### src/rtl/register_file.sv
// 32 x 32-bit register file with x0 hardwired to zero, two asynchronous read
// ports, and either a single write (we=1) or a dual load (we=0) per edge.
module register_file (
  output logic [31:0] reg_rs1,
  output logic [31:0] reg_rs2,
  input  logic [4:0]  rs1,
  input  logic [4:0]  rs2,
  input  logic [4:0]  rd,
  input  logic [31:0] rs1_data,
  input  logic [31:0] rs2_data,
  input  logic [31:0] din,
  input  logic        clock,
  input  logic        we,
  input  logic        reset_n
);

  logic [31:0] x_view [32];

  assign x_view[0] = '0;

  genvar gi;
  generate
    for (gi = 1; gi < 32; gi++) begin : g_reg
      logic [31:0] x_q;
      logic [31:0] x_d;

      // Both polarity tests are explicit so an unknown we updates nothing.
      // The rs2 load is applied last so it wins when rs1 == rs2.
      always_comb begin
        x_d = x_q;
        if (we) begin
          if (rd == 5'(gi)) x_d = din;
        end else if (!we) begin
          if (rs1 == 5'(gi)) x_d = rs1_data;
          if (rs2 == 5'(gi)) x_d = rs2_data;
        end
      end

      always_ff @(posedge clock or negedge reset_n) begin
        if (!reset_n) x_q <= '0;
        else          x_q <= x_d;
      end

      assign x_view[gi] = x_q;
    end
  endgenerate

  assign reg_rs1 = x_view[rs1];
  assign reg_rs2 = x_view[rs2];

endmodule

### config.mk
export PLATFORM = sky130hd
export DESIGN_NAME = register_file
export DESIGN_NICKNAME = d
export VERILOG_FILES = /design/src/rtl/register_file.sv
export SDC_FILE = /design/constraint.sdc
export NUM_CORES = 2
export LEC_CHECK = 0
export CAP_MARGIN = 20
export CORE_ASPECT_RATIO = 1.25
export CORE_MARGIN = 1
export CORE_UTILIZATION = 35
export CTS_BUF_LIST = sky130_fd_sc_hd__clkbuf_4
export DETAILED_ROUTE_END_ITERATION = 8
export GPL_TIMING_DRIVEN = 0
export HOLD_SLACK_MARGIN = 0.12
export PLACE_DENSITY = 0.57
export SYNTH_ARGS = -nofsm -noshare
export SYNTH_HDL_FRONTEND = slang
export SYNTH_SLANG_ARGS = --single-unit
### constraint.sdc
create_clock -name clock -period 2.53 [get_ports clock]
set_input_delay 0.506 -clock clock [delete_from_list [all_inputs] [get_ports clock]]
set_output_delay 0.506 -clock clock [all_outputs]
set_load 0.01 [all_outputs]
==> summary.md <==
| Metric | Value |
|---|---|
| Worst reg2reg path startpoint | g_reg[2].x_q[19] |
| Vias | 70430 |
| I/O pin cnt | 178 |
| Mapped Cells | between 6000 and 7000 |
| Core area | around 190000 um2 |
| Final nets | 7489 |
| Final Critical Period | between 4 and 5 ns |
| Leakage | around 32 nW |
| #FFs+latches synth | 992 |
| CTS HTree Levels | 5 |
| Startpoint types | input pin |
| Reg2Reg Depth | 1 |
| Die ar. | 194800 um2 |
| Highest Clock Rate | 0.2436 GHz |
| Largest Register | g.x_q |
| Min-Delay Path Depth | 6 |
| DR vias/cell | approximately 7 |
| Fill count | 18700 |
| Peak VDD IR | between 0.0004 and 0.0005 V |
| Total gr overflow | 0 |
| Root Buffer | clkbuf_4 |
| Crit-path max FO | 10 |
| Vias in the first global route | 67750 |
| Distinct cells, synth | 68 |
| EDFF count, synth | 0 |
| Critical Path RT | 2.02 ns |
| Relative slew slack | 6.478% |
| DR WL/cell | 48.55 um |
| RR Endpoint | g_reg[2].x_q[19] |
| Synth async-reset ratio | 100.0% |
| Largest register FFs | 992 |
| GR Util All Layers | 49.37% |
| Ys flop type | dfrtp_1 |
| Row count | between 150 and 200 |
| Router iterations before antenna repair | 8 |
| Initial core utilization | 35.36% |
| Worst Clk Skew | 0 ns |
| Initial DRC count | 9702 |
| Fin crit share | 162.3% |
| Failing checks | negative setup slack |
| Max_cap viols | 0 |
| Hold Path End | g_reg[8].x_q[1] |
| TritonCTS Buffers | approximately 310 |
| Mean Syn Cell Area | 10.08 um2 |
| Commonest non-fill, non-tap cells in the layout | dfrtp_1 (934), nand2_1 (831), mux2_2 (668) |
| Syn-to-layout area delta | 21.91% |
| Clock Sinks | 992 |
| Routed WL | 491.5 mm |
| CTS tree | done |
| Synth Net Count | 6817 |
| Final WS setup | -1.576 ns |
| Gpl congestion | 1.089 |
| Tightest Hold Check Type | input pin to flip-flop |
| Largest net degree at the start of global routing | 171 |
| DP HPWL | 376.7 mm |
| Max Slew Vio Count | 0 |
| Status | finished with violations |
| Total number of yosys warnings | 0 |
| WS Path Type | input pin to output pin |
| First-pass GRT wire length | approximately 640 mm |
| Layout cell share with drive strength beyond 1 | 34.71% |
| Unrepaired setup endpoints after global routing | true |
| Fin util | 43.11% |
| Most common cell after layout, fill and taps aside | dfrtp_1 |
| Footprint of the multi-input gates | 42230 um2 |
| Number of antenna violations at the first check in global routing | 44 |
| Clock Path Buffers | 4 |
| Fin. Hold Viols | 0 |
| Worst-Margin Slew | 1.403 ns |
| Die Height | 493.2 um |
| Post-synthesis instance area | 67550 um2 |
| Final setup fails | around 290 |
| Reg2reg setup slack | 1.45 ns |
| IO Port Bufs | 144 |
| Worst Setup End Kind | output pin |
| Worst Setup SP | rs2[4] |
| Seq/Total Area, Yosys | 36.75% |
| Largest registers | g.x_q x992 |
| Crit path DAT | between 3 and 4 ns |
| Final ANT Viol Nets | 0 |
| Pwr Density | between 800 and 900 nW/um2 |
| Worst skew pair latency | roughly 1.6 ns |
| Worst-path clk slew | roughly 0.080 ns |
| Reg area | 24900 um2 |
| Die Width | between 300 and 400 um |
| Hold Crit Start | rs1[4] |
| Post-route DRC violation count | 0 |
| Setup WS pre-CTS | -3.651 ns |
==> cells in the mapped netlist (8+ instances only) <==
cell type	n	area share, %
o22ai_2	21	0.39
o22ai_1	69	0.64
buf_1	91	0.51
a221oi_1	41	0.53
nor3_1	136	1.0
o221ai_1	39	0.51
nand3_1	9	0.067
nand2_1	882	4.9
a31oi_1	111	1.0
buf_2	299	2.2
a21o_1	71	0.79
o21a_1	143	1.6
o2111ai_1	128	1.7
a21oi_1	93	0.69
nor2b_1	76	0.70
o21ai_0	138	1.0
mux2_1	45	0.75
dfrtp_1	992	37
a211o_1	33	0.43
or3_1	22	0.20
mux2i_1	256	3.8
a211oi_1	310	3.4
mux4_2	353	12
a22o_1	16	0.21
o211ai_1	370	4.1
a2111o_1	19	0.32
clkbuf_1	353	2.0
or2_2	32	0.30
o221a_2	8	0.13
a2111oi_0	67	0.87
buf_4	42	0.47
a22oi_1	28	0.31
nor2_1	652	3.6
mux2_2	675	11
==> kinds of logic after synthesis <==
group | after synthesis | share of synthesized area (%)
multiplexers | 1329 | 27.56
AND/OR/NAND/NOR | 1850 | 11.33
AO/OA/AOI/OAI | 1734 | 19.09
buffers and inverters | 798 | 5.268
flip-flops | 992 | 36.75
==> metrics by stage <==
stage          setup TNS (ns)  cell area [um2]  cells  hold WS [ns]  power [W]
2_1_floorplan        -0.01400            67690   6703        0.2104    0.03561
3_3_place_gp                -            72300   9381        0.4803    0.04621
3_5_place_dp         -2140.59            73140   9422        0.3172    0.04685
4_1_cts               -180.52            81220  10040       -0.1987    0.06558
5_1_grt               -111.72            82300  10100        0.1670    0.06867
6_report              -102.13            82360  10120        0.1505    0.06767
==> worst max-delay path by stage <==
stage	slack, ns	depth (start not counted)	end
2_1_floorplan	-0.001	5	reg_rs2[10]
4_1_cts	-1.51	4	reg_rs2[17]
5_1_grt	-1.52	4	reg_rs2[21]
3_5_place_dp	-3.65	10	reg_rs2[18]
6_report	-1.58	11	reg_rs2[21]
3_3_place_gp	-49.18	1	g_reg[25].x_q[6]
==> area by class of cell <==
class / count / share of cell area [%]
Multi-Input combinational cell: 4913 / 51.28
Inverter: 8 / 0.03950
Tap cell: 2534 / 3.850
Buffer: 783 / 5.639
Clock buffer: 434 / 3.956
Timing Repair Buffer: 364 / 4.597
Antenna cell: 41 / 0.1246
Clock inverter: 55 / 0.2887
Sequential cell: 992 / 30.23
==> power breakdown <==
group / total [W] / switching [W] / internal (W)
logic: 0.0254 / 0.0143 / 0.0111
clock network: 0.0163 / 0.00846 / 0.00788
registers: 0.0259 / 0.00507 / 0.0208
==> metal layers <==
metal | vias to the layer above | track usage (%) | part of all wire (%)
li1 | 26850 | - | -
met2 | 5613 | 70.97 | 42
met4 | 10 | 54.71 | 14
met3 | 1871 | 13.63 | 10
met5 | - | 0.04892 | 0.012
met1 | 36080 | 56.33 | 34
==> worst max-delay path, stage by stage <==
cell      delay [ns]
buf_4           0.24
buf_4           0.25
buf_2           0.32
buf_2           0.52
clkbuf_1        0.26
buf_8           0.23
o221ai_1        0.22
a21oi_4         0.42
o21ai_0         0.21
o21a_4          0.21
buf_6           0.13
==> timing repair <==
item	4_1_cts	5_1_grt
setup endpoints to repair	621	613
resized for setup	1150	160
setup buffers	77	38
gates cloned	0	5
hold endpoints to repair	757	520
pin swaps	124	73
hold buffers	56	1
Note: power is estimated with default switching activity, not from simulation.
